## src/rtl/mem_arb_pkg.sv

```systemverilog
// Shared types and helpers for the instruction/data memory arbiter.
package mem_arb_pkg;

  localparam int unsigned ADDR_W = 32;
  localparam int unsigned DATA_W = 32;
  localparam int unsigned BE_W   = 4;

  typedef enum logic [1:0] {
    OWN_NONE,
    OWN_INSTR,
    OWN_DATA
  } mem_owner_e;

  typedef struct packed {
    logic              req;
    logic              we;
    logic [BE_W-1:0]   be;
    logic [ADDR_W-1:0] addr;
    logic [DATA_W-1:0] wdata;
  } obi_req_t;

  function automatic logic addr_in_range(input logic [ADDR_W-1:0] addr,
                                         input logic [ADDR_W-1:0] start,
                                         input logic [ADDR_W-1:0] mask);
    return (addr & ~mask) == start;
  endfunction

endpackage

```

## src/rtl/rr_arb2.sv

```systemverilog
// Two-requester round-robin arbiter; grants are combinational, only the
// last-granted requester is held in a flop.
module rr_arb2 (
  input  logic clk,
  input  logic rst_n,
  input  logic req_a,
  input  logic req_b,
  output logic gnt_a_c,
  output logic gnt_b_c
);

  // 1 = requester b was granted last, so a wins the next tie
  logic rr_last;

  always_comb begin
    gnt_a_c = req_a & (~req_b | rr_last);
    gnt_b_c = req_b & (~req_a | ~rr_last);
  end

  always_ff @(posedge clk or negedge rst_n) begin
    if (!rst_n) begin
      rr_last <= 1'b1;
    end else if (gnt_a_c) begin
      rr_last <= 1'b0;
    end else if (gnt_b_c) begin
      rr_last <= 1'b1;
    end
  end

endmodule

```

## src/rtl/ibex_mem_arb.sv

```systemverilog
// Arbitrates Ibex instruction-fetch and data ports onto one single-port RAM
// with 1-cycle read latency, routing responses and flagging out-of-range accesses.
module ibex_mem_arb
  import mem_arb_pkg::*;
#(
  parameter int unsigned MEM_SIZE  = 65536,
  parameter logic [31:0] MEM_START = 32'h0000_0000
) (
  input  logic        clk_sys,
  input  logic        rst_sys_n,
  input  logic        instr_req,
  input  logic [31:0] instr_addr,
  output logic        instr_gnt,
  output logic        instr_rvalid,
  output logic [31:0] instr_rdata,
  output logic        instr_err,
  input  logic        data_req,
  input  logic        data_we,
  input  logic [3:0]  data_be,
  input  logic [31:0] data_addr,
  input  logic [31:0] data_wdata,
  output logic        data_gnt,
  output logic        data_rvalid,
  output logic [31:0] data_rdata,
  output logic        data_err,
  output logic        mem_req,
  output logic        mem_we,
  output logic [3:0]  mem_be,
  output logic [31:0] mem_addr,
  output logic [31:0] mem_wdata,
  input  logic [31:0] mem_rdata
);

  localparam logic [31:0] MEM_MASK = 32'(MEM_SIZE - 1);

  obi_req_t   instr_bus, data_bus, sel;
  logic       in_range;
  mem_owner_e rsp_owner_q, rsp_owner_d;
  logic       rsp_err_q, rsp_err_d;
  logic       rsp_we_q, rsp_we_d;

  // Requests are masked during reset so no grant can escape
  always_comb begin
    instr_bus = '{req: instr_req & rst_sys_n, we: 1'b0, be: 4'hF,
                  addr: instr_addr, wdata: '0};
    data_bus  = '{req: data_req & rst_sys_n, we: data_we, be: data_be,
                  addr: data_addr, wdata: data_wdata};
  end

  rr_arb2 u_rr_arb2 (
    .clk     (clk_sys),
    .rst_n   (rst_sys_n),
    .req_a   (instr_bus.req),
    .req_b   (data_bus.req),
    .gnt_a_c (instr_gnt),
    .gnt_b_c (data_gnt)
  );

  // Granted request drives the RAM only when it decodes into the RAM window
  always_comb begin
    sel = '0;
    if (instr_gnt) begin
      sel = instr_bus;
    end else if (data_gnt) begin
      sel = data_bus;
    end
    in_range  = addr_in_range(sel.addr, MEM_START, MEM_MASK);
    mem_req   = sel.req & in_range;
    mem_we    = mem_req & sel.we;
    mem_be    = mem_req ? sel.be : 4'h0;
    mem_addr  = mem_req ? ((sel.addr & MEM_MASK) >> 2) : 32'h0;
    mem_wdata = mem_req ? sel.wdata : 32'h0;
  end

  always_ff @(posedge clk_sys or negedge rst_sys_n) begin
    if (!rst_sys_n) begin
      rsp_owner_q <= OWN_NONE;
      rsp_err_q   <= 1'b0;
      rsp_we_q    <= 1'b0;
    end else begin
      rsp_owner_q <= rsp_owner_d;
      rsp_err_q   <= rsp_err_d;
      rsp_we_q    <= rsp_we_d;
    end
  end

  always_comb begin
    rsp_owner_d = OWN_NONE;
    rsp_err_d   = 1'b0;
    rsp_we_d    = 1'b0;
    if (instr_gnt) begin
      rsp_owner_d = OWN_INSTR;
    end else if (data_gnt) begin
      rsp_owner_d = OWN_DATA;
    end
    if (sel.req) begin
      rsp_err_d = ~in_range;
      rsp_we_d  = sel.we;
    end
  end

  // Stores and errored accesses return zero data
  always_comb begin
    instr_rvalid = rsp_owner_q == OWN_INSTR;
    data_rvalid  = rsp_owner_q == OWN_DATA;
    instr_err    = instr_rvalid & rsp_err_q;
    data_err     = data_rvalid & rsp_err_q;
    instr_rdata  = (instr_rvalid && !rsp_err_q) ? mem_rdata : 32'h0;
    data_rdata   = (data_rvalid && !rsp_err_q && !rsp_we_q) ? mem_rdata : 32'h0;
  end

`ifndef SYNTHESIS
  a_one_gnt : assert property (@(posedge clk_sys) disable iff (!rst_sys_n)
    !(instr_gnt && data_gnt));
  a_one_rvalid : assert property (@(posedge clk_sys) disable iff (!rst_sys_n)
    !(instr_rvalid && data_rvalid));
  a_instr_rvalid : assert property (@(posedge clk_sys) disable iff (!rst_sys_n)
    instr_rvalid |-> $past(instr_gnt));
  a_data_rvalid : assert property (@(posedge clk_sys) disable iff (!rst_sys_n)
    data_rvalid |-> $past(data_gnt));
`endif

endmodule

```

## config.mk

```make
export PLATFORM = sky130hd
export DESIGN_NAME = ibex_mem_arb
export DESIGN_NICKNAME = d
export VERILOG_FILES = /design/src/rtl/mem_arb_pkg.sv /design/src/rtl/rr_arb2.sv /design/src/rtl/ibex_mem_arb.sv
export SDC_FILE = /design/constraint.sdc
export NUM_CORES = 1
export LEC_CHECK = 0
export CAP_MARGIN = 25
export CORE_AREA = 2 2 106 108
export DETAILED_ROUTE_END_ITERATION = 8
export DIE_AREA = 0 0 108 110
export GPL_ROUTABILITY_DRIVEN = 0
export PLACE_DENSITY_LB_ADDON = 0.05
export SYNTH_ARGS = -nofsm -noshare
export SYNTH_HDL_FRONTEND = slang
export SYNTH_SLANG_ARGS = --single-unit
export TNS_END_PERCENT = 20
```

## constraint.sdc

```tcl
create_clock -name clk_sys -period 1.6 [get_ports clk_sys]
set_clock_uncertainty 0.1 [all_clocks]
set_input_delay 0.24 -clock clk_sys [delete_from_list [all_inputs] [get_ports clk_sys]]
set_output_delay 0.24 -clock clk_sys [all_outputs]
set_load 0.02 [all_outputs]
```

==> results of run 1 <==
worst max-delay path: stages:
cell and delay [ps]:
clkdlybuf4s15_1 170, nor4_2 200, nand4_1 150, buf_4 180, a21oi_4 270, buf_6 180, and3_4 180, buf_6 110
cells by family (layout without fill, tap and decap cells):
family,after synthesis,count (layout),synth area share [%]
DFF,5,5,9.46
AOI/OAI and AO/OA,25,25,12.9
and+or+nand+nor,137,137,60.5
buffers and inverters,37,290,16.9
other,1,19,0.281
flip-flops by register name, summed over array words and instances, names as in the netlist:
register and count:
rsp_err_q 1, rsp_owner_q 2, rsp_we_q 1, u_rr_arb2.rr_last 1
worst paths after layout:
| check | depth (start not counted) | startpoint | end |
|---|---|---|---|
| min | 2 | rst_sys_n | rsp_we_q |
| max in group asynchronous | 2 | rst_sys_n | u_rr_arb2.rr_last |
| max | 8 | instr_addr[18] | mem_wdata[12] |
| max reg2reg | 4 | u_rr_arb2.rr_last | rsp_err_q |
| min in group clk_sys | 2 | instr_req | u_rr_arb2.rr_last |
| min reg2reg | 2 | u_rr_arb2.rr_last | rsp_owner_q[1] |
what timing repair did:
action	in CTS	in global routing
resized for setup	819	85
pin swaps	36	22
setup endpoints to repair	123	119
cloned	4	2
buffers inserted	7	4
hold endpoints to repair	0	0
per-layer routing:
| metal | vias up | track usage [%] |
|---|---|---|
| li1 | 1206 | - |
| met1 | 1072 | 13.6 |
| met2 | 167 | 27.0 |
| met3 | 6 | 5.58 |
| met4 | 0 | 3.94 |
| met5 | - | 0 |
metrics by stage:
stage	cells	hold slack [ps]	util (%)	setup slack, ps	TNS [ps]
after detailed placement	599	549	39.5	-1230	-89400
after global routing	616	59.0	45.4	-500	-39680
after floorplan	222	-156	-	-102	-5370
after global placement	599	542	39.5	-1260	-90530
after CTS	614	54.7	44.2	-567	-35550
final	616	53.0	45.4	-430	-30380
area by class of cell:
class	count	area (um^2)	share of cell area, %
tap	140	175	3.61
multi-input combinational	180	1540	31.8
antenna	1	2.50	0.0516
inverter	1	3.75	0.0774
timing repair buffer	285	2960	60.9
clock buffer	4	45.0	0.928
sequential	5	126	2.60
layout by cell type, fill, tap and decap left out, types with 2 or more instances in the layout:
cell	instances
a21oi_1	6
a21oi_4	2
a22oi_1	12
a22oi_2	2
and2_1	49
and2_2	13
and2_4	6
and3_4	33
buf_12	4
buf_2	16
buf_4	20
buf_6	128
buf_8	2
clkbuf_8	3
clkdlybuf4s15_1	10
clkdlybuf4s50_1	97
conb_1	18
dfrtp_1	4
dlygate4sd2_1	4
nand2_1	2
nand4_1	2
nor2_2	2
nor2_4	16
nor2b_4	3
nor4_2	3
nor4_4	5
report_power, final:
| part | switching [uW] | total (uW) | leakage (uW) | internal [uW] |
|---|---|---|---|---|
| sequential | 13.8 | 157 | 0.0000630 | 143 |
| combinational | 506 | 1150 | 0.00203 | 644 |
| clock | 55.8 | 226 | 0.0000228 | 170 |
==> results by group, run 1 <==
Power and ir drop
  – VDD IR max: 0.000157 V
  – Power Dens Cells: 316 mW/mm^2
  – Power Total: 1530 uW
  – Leakage: 0.00212 uW

Drt
  – Vias: 2,451
  – WL met1: 2.95 mm
  – DRC: 0
  – Vias per cell: 3.98
  – Routed wire length: 9.03 mm
  – DR WL met3: 1.16 mm
  – DRT antenna net count: 0
  – Met2 WL: 4.81 mm
  – Uppermost layer routed: met4
  – Drt wl/cell: 14.7 um
  – First-pass detailed-route iteration total: 4
  – Initial DRC count: 60

Yosys
  – Flop and latch count out of synthesis: 5
  – Top FF cell, synth: dfrtp_1
  – FFs w/ async S/R, synth: 100%
  – Post-synth EDFFs: 0
  – Mapped Cells: 205
  – Yosys top cell area share: 31.8%
  – Count leader, synth: and2_1
  – Avg Synthesized Cell Area: 6.52 um^2
  – Netlist cell types: 23
  – Post-synthesis sequential area ratio: 9.46%
  – Main area contributors after synthesis: and2_1 (32%), and3_1 (16%), buf_4 (10%)
  – Area leader, netlist: and2_1
  – Cell area after synthesis: 0.00134 mm^2
  – Commonest cells post-synth: and2_1 (68), and3_1 (34), buf_4 (18), nor2_1 (18), a22oi_1 (14)
  – Yosys warns: 0

Timing
  – Fmax: 0.493 GHz
  – Hold Vio Cnt, Final: 0
  – Unrepaired setup endpoints after global routing: true
  – Minimum clock period: 2030 ps
  – Final worst slack: -430 ps
  – Fin crit share: 127%
  – Max-slew violations: 0
  – Setup violations, final: 118

Clocking
  – CTS Buffer Depth: 2
  – Clock Sinks: 5
  – H-tree lvl count: 1
  – CTS root buf: clkbuf_8
  – Clock latency on the worst-skew pair: 220 ps
  – CTS Buf Count: 3
  – Cts hold-fix bufs: 0
  – CTS tree: built
  – Clk pin slew, worst setup/hold paths: 30 ps

Placed design
  – Post-DP HPWL: 7.04 mm
  – PortBufs: 254
  – Placed inst area: 0.00423 mm^2

Floorplanning
  – Die W: 108 um
  – Row count: 38
  – CORE AREA: 0.0107 mm^2
  – Initial core utilization: 12.5%
  – Die ar.: 0.0119 mm^2
  – I/O pins: 277
  – Die H: 110 um

Critical path
  – Crit-path max FO: 8
  – Flop2flop setup slack: 150 ps
  – Critical Path Source Type: input port
  – Setup CP Type: in2out
  – CP arrival: 1690 ps
  – Crit. End Element: output pin
  – Critical Path RT: 1260 ps

Outcome
  – Failing checks: negative setup slack
  – Status: finished with violations

GRT
  – Largest net degree at the start of global routing: 33
  – GRT Util Overall: 13.9%
  – First-pass GRT wire length: 12.8 mm
  – Vias in the first global route: 2,399
  – Remaining Overflow, GRT: 0
  – Initial antenna violation count: 1

Cells and area
  – Area delta synth->final: 263%
  – FILL cells: 1,077
  – Layout Nets: 613
  – Design area: 0.00485 mm^2
  – Layout cell share with drive strength beyond 1: 56.0%

Hold path
  – Hold/Removal Path Class: in2async

Run
  – MaxCap Viol Count: 0
(Power assumes the default switching activity.)
==> inputs of run 2 (changes only) <==
Settings changed: ABC_AREA from default to 1, CORE_AREA 2 2 106 108 to 2 2 108 110, CTS_BUF_LIST from default to sky130_fd_sc_hd__clkbuf_4 sky130_fd_sc_hd__clkbuf_8, DIE_AREA 0 0 108 110 to 0 0 110 112.
==> results by group, run 2 <==
Drt
  – Initial DRC count: 80
  – Drt wl/cell: 12.5 um
  – Vias per cell: 3.79
  – DRC: 0
  – Routed wire length: 9.58 mm
  – DRT antenna net count: 0
  – Vias: 2,905
  – First-pass detailed-route iteration total: 4

GRT
  – Initial antenna violation count: 0
  – Remaining Overflow, GRT: 0
  – Largest net degree at the start of global routing: 33
  – GRT Util Overall: 14.4%
  – Vias in the first global route: 2,885
  – First-pass GRT wire length: 14.0 mm

Cells and area
  – Area delta synth->final: 216%
  – Largest register FFs: 2
  – Most flop-heavy register: rsp_owner_q
  – Layout Nets: 761
  – Layout cell share with drive strength beyond 1: 39.3%
  – Leading cell type in the layout, fill and taps excluded: clkdlybuf4s50_1
  – Commonest non-fill, non-tap cells in the layout: clkdlybuf4s50_1 (101), nand2_1 (93), buf_4 (90)
  – Ant diodes: 0
  – Non-Filler Instances: 766
  – FILL cells: 1,201

Yosys
  – Count leader, synth: nor2_1
  – Netlist cell types: 16
  – Flop and latch count out of synthesis: 5
  – Avg Synthesized Cell Area: 4.49 um^2
  – Top FF cell, synth: dfrtp_1
  – Post-synthesis sequential area ratio: 8.16%
  – Yosys warns: 0
  – Cell area after synthesis: 0.00155 mm^2
  – Mapped Cells: 345
  – Commonest cells post-synth: nor2_1 (138), nand2_1 (100), inv_1 (57)
  – Area leader, netlist: nor2_1
  – Yosys top cell area share: 33.5%
  – FFs w/ async S/R, synth: 100%
  – Main area contributors after synthesis: nor2_1 (33%), nand2_1 (24%), inv_1 (14%)
  – Post-synth EDFFs: 0

Timing
  – Minimum clock period: 2070 ps
  – Final worst slack: -471 ps
  – Max-slew violations: 0
  – Unrepaired setup endpoints after global routing: true
  – Fin crit share: 129%
  – Fmax: 0.483 GHz
  – Hold Vio Cnt, Final: 0
  – Hold WS: 79.7 ps
  – Setup violations, final: 78

Hold path
  – Hold/Removal Path Class: in2async

Clocking
  – Clock Sinks: 5
  – Clock latency on the worst-skew pair: 220 ps
  – CTS Buf Count: 3
  – H-tree lvl count: 1
  – CTS Buffer Depth: 2
  – CTS tree: built
  – CTS root buf: clkbuf_8
  – Clk pin slew, worst setup/hold paths: 40 ps

Critical path
  – Critical Path Source Type: register
  – Crit. End Element: output pin
  – CP arrival: 1730 ps
  – Reg2reg end: rsp_err_q
  – Flop2flop setup slack: 110 ps
  – Reg2Reg Depth: 9
  – CP Launch Point: u_rr_arb2.rr_last
  – Setup CP Type: reg2out
  – Crit-path max FO: 8
  – Capture point of the critical path: mem_addr[6]
  – Reg2reg start: u_rr_arb2.rr_last
  – Critical Path RT: 1260 ps

Run
  – MaxCap Viol Count: 0

Floorplanning
  – Die W: 110 um
  – Die H: 112 um
  – Row count: 39
  – Initial core utilization: 13.9%
  – Die ar.: 0.0123 mm^2
  – I/O pins: 277
  – CORE AREA: 0.0112 mm^2

Power and ir drop
  – Power Dens Cells: 357 mW/mm^2
  – VDD IR max: 0.000265 V
  – Leakage: 0.00239 uW

Placed design
  – Inst Count DP: 746
  – PortBufs: 254
  – Post-DP HPWL: 7.59 mm

Outcome
  – Status: finished with violations
  – Failing checks: negative setup slack
-- run 2: cell count changes in the layout (fill, tap and decap cells not counted), sizes merged, moves of 8 or more --
| cell | before | now |
|---|---|---|
| inv | 1 | 59 |
| nor4 | 8 | 0 |
| and3 | 34 | 0 |
| buf | 171 | 158 |
| nor2 | 18 | 138 |
| a21oi | 8 | 0 |
| and2 | 68 | 0 |
| a22oi | 14 | 0 |
| dlygate4sd2 | 4 | 29 |
| nand2 | 2 | 101 |
| clkdlybuf4s15 | 11 | 0 |
-- run 2: cell type report --
| type | instances | area, um^2 | area share, % |
|---|---|---|---|
| clock buffers | 3 | 41.3 | 0.843 |
| clock inverters | 1 | 5.00 | 0.102 |
| inverters | 59 | 226 | 4.63 |
| multi-input cells | 263 | 1460 | 29.9 |
| flip-flops and latches | 5 | 126 | 2.58 |
| well taps | 143 | 179 | 3.65 |
| repair buffers | 292 | 2860 | 58.3 |
-- run 2: logic make-up (layout without fill, tap and decap cells) --
family	count (synthesis)	count (layout)	synth area share [%]
AND/OR/NAND/NOR	244	244	61.2
buffers and inverters	94	355	30.1
flip-flops	5	5	8.17
other	1	18	0.242
AO/OA/AOI/OAI	1	1	0.323
-- run 2: worst min path at each step --
stage                        endpoint  slack, ps         startpoint  cells after the start
finish                 rsp_owner_q[0]         80          rst_sys_n                      2
global route           rsp_owner_q[0]        130          rst_sys_n                      2
CTS                    rsp_owner_q[0]         70          rst_sys_n                      2
detailed placement  u_rr_arb2.rr_last        410  u_rr_arb2.rr_last                      2
global placement    u_rr_arb2.rr_last        390  u_rr_arb2.rr_last                      2
floorplan                   rsp_err_q       -160          rst_sys_n                      0
-- run 2: layer usage --
metal | routed length [um] | GRT usage [%]
met5 | 0 | 0
met4 | 88 | 2.03
met1 | 3260 | 14.6
met3 | 1150 | 4.92
met2 | 5090 | 28.0
-- run 2: power breakdown --
part | switching [uW] | internal (uW) | leakage (uW)
logic | 674 | 689 | 0.00230
registers | 9.65 | 143 | 0.0000629
clock network | 62.7 | 167 | 0.0000255
-- run 2: worst max-delay path: stages, from the launching register on --
cell	delay (ps)
dfstp_2	540
inv_2	40
nand2_2	60
nand3_4	100
inv_4	100
nand2_4	60
nand3_4	110
buf_12	150
buf_16	160
nor2_4	50
buf_6	120
-- run 2: what timing repair did --
item,CTS,global route
hold buffers,0,0
cloned,4,1
endpoints found under the setup margin,122,119
gates resized for setup,707,35
pin swaps,33,14
buffers inserted,11,3
-- run 2: stage by stage --
stage	setup WS (ps)	power, uW	area, um^2	setup TNS, ps	util (%)
2_1_floorplan	-43.6	731	1860	-4130	-
3_3_place_gp	-954	1340	4550	-67680	40.7
3_5_place_dp	-970	1340	4550	-69000	40.7
4_1_cts	-565	1740	4790	-27090	42.9
5_1_grt	-565	1870	4900	-34180	43.8
6_report	-471	1750	4900	-23150	43.8
==> inputs of run 3 (changes only) <==
Settings changed: CELL_PAD_IN_SITES_DETAIL_PLACEMENT from default to 1, CELL_PAD_IN_SITES_GLOBAL_PLACEMENT from default to 2, CORE_AREA 2 2 108 110 to default, CORE_MARGIN from default to 2, CORE_UTILIZATION from default to 10, DIE_AREA 0 0 110 112 to default.
Clock period 1.6 ns to 2.4 ns, I/O delays scaled along.
==> results by group, run 3 (synthesis results as in run 2) <==
Outcome
  – Status: completed

Drt
  – Drt wl/cell: 12.9 um
  – Routed wire length: 10.2 mm
  – DRT antenna net count: 0
  – Initial DRC count: 49
  – First-pass detailed-route iteration total: 4
  – DRC: 0
  – Vias: 2,818
  – Vias per cell: 3.57

Cells and area
  – Commonest non-fill, non-tap cells in the layout: clkdlybuf4s50_1 (159), nor2_1 (133), nand2_1 (99)
  – Layout cell share with drive strength beyond 1: 14.3%
  – FILL cells: 1,935
  – Largest register FFs: 2
  – Area occupied by multi-input gates: 0.00103 mm^2
  – Ant diodes: 0
  – Layout Nets: 740
  – Final core utilization: 28.3%
  – Most flop-heavy register: rsp_owner_q
  – Register area: 126 um^2
  – Leading cell type in the layout, fill and taps excluded: clkdlybuf4s50_1
  – Area delta synth->final: 177%

Power and ir drop
  – VDD IR max: 0.000118 V
  – Power Total: 981 uW
  – Power Dens Cells: 229 mW/mm^2
  – Leakage: 0.00275 uW

Critical path
  – Critical Path RT: 1940 ps
  – CP arrival: 1820 ps
  – Crit-path max FO: 19
  – CP top delay family: buffers and inverters
  – Setup CP Type: in2out
  – Crit. End Element: output pin
  – Critical path's largest stage delay: 500 ps
  – Critical Path Source Type: input port
  – CP bufs+invs: 4
  – Cells along the critical path: clkdlybuf4s50_1, nand2_1, nand3_2, inv_4, nand2_2, nand3_4, buf_12, nor2_1, buf_2
  – Slowest cell on crit path: clkdlybuf4s50_1

Timing
  – Setup violations, final: 0
  – Minimum clock period: 2280 ps
  – Fmax: 0.438 GHz
  – Unrepaired setup endpoints after global routing: true
  – Setup TNS: 0 ps
  – Final worst slack: 116 ps
  – Max-slew violations: 0
  – Hold Vio Cnt, Final: 0
  – Fin crit share: 95.2%

Clocking
  – Clk pin slew, worst setup/hold paths: 30 ps
  – CTS Buf Count: 3
  – Clock latency on the worst-skew pair: 220 ps
  – Cts hold-fix bufs: 0
  – Clock Sinks: 5
  – CTS root buf: clkbuf_8
  – CTS Buffer Depth: 2
  – CTS tree: built
  – H-tree lvl count: 1

Floorplanning
  – Row count: 45
  – Die ar.: 0.0165 mm^2
  – I/O pins: 277
  – Die W: 128 um
  – Initial core utilization: 10.2%
  – Die H: 128 um
  – CORE AREA: 0.0151 mm^2

Run
  – MaxCap Viol Count: 0

Hold path
  – Hold/Removal Path Class: in2async

Placed design
  – PortBufs: 254
  – Dpl ws: -425 ps
  – Post-DP HPWL: 8.62 mm

GRT
  – Largest net degree at the start of global routing: 36
  – GRT Util Overall: 11.5%
  – Remaining Overflow, GRT: 0
  – Vias in the first global route: 2,885
  – Initial antenna violation count: 0
  – First-pass GRT wire length: 15.1 mm
run 3: layout make-up:
class / count / area share, %
well taps: 188 / 5.48
repair buffers: 271 / 61.1
inverters: 59 / 5.22
clock buffers: 4 / 1.14
flip-flops and latches: 5 / 2.94
multi-input cells: 263 / 24.1
run 3: power by group:
group | switching [uW] | total (uW) | internal [uW] | leakage, uW
registers | 4.68 | 100 | 95.5 | 0.0000629
clock network | 41.0 | 166 | 125 | 0.0000262
logic | 343 | 715 | 371 | 0.00266
run 3: layer usage:
layer  global-route usage [%]  vias up  share of wire [%]
met3                     4.20        8                 11
met4                     2.52        0                1.2
met2                     22.8      154                 51
met5                        0        -                  0
li1                         -     1445                  -
met1                     11.3     1211                 37
run 3: what timing repair did:
item / 4_1_cts / 5_1_grt
gates cloned: 0 / 1
pin swaps: 0 / 1
endpoints found under the setup margin: 53 / 92
gates resized for setup: 204 / 62
buffers inserted: 1 / 1
run 3: path summary, 6_finish.rpt:
path	from	end	slack (ps)	cells past startpoint
worst max-delay path	instr_req	mem_addr[9]	120	9
worst min-delay path	rst_sys_n	rsp_we_q	160	2
worst max register to register	u_rr_arb2.rr_last	rsp_we_q	1030	7
worst min register to register	u_rr_arb2.rr_last	u_rr_arb2.rr_last	410	2
max in group asynchronous	rst_sys_n	u_rr_arb2.rr_last	1850	2
min in group clk_sys	u_rr_arb2.rr_last	u_rr_arb2.rr_last	410	2
run 3: through the flow:
stage / hold slack, ps / area, um^2 / cells
after global placement: 396 / 4310 / 783
after CTS: 169 / 4120 / 788
final: 160 / 4290 / 790
after detailed placement: 407 / 4310 / 783
after global routing: 188 / 4290 / 790
after floorplan: -35.6 / 1610 / 362
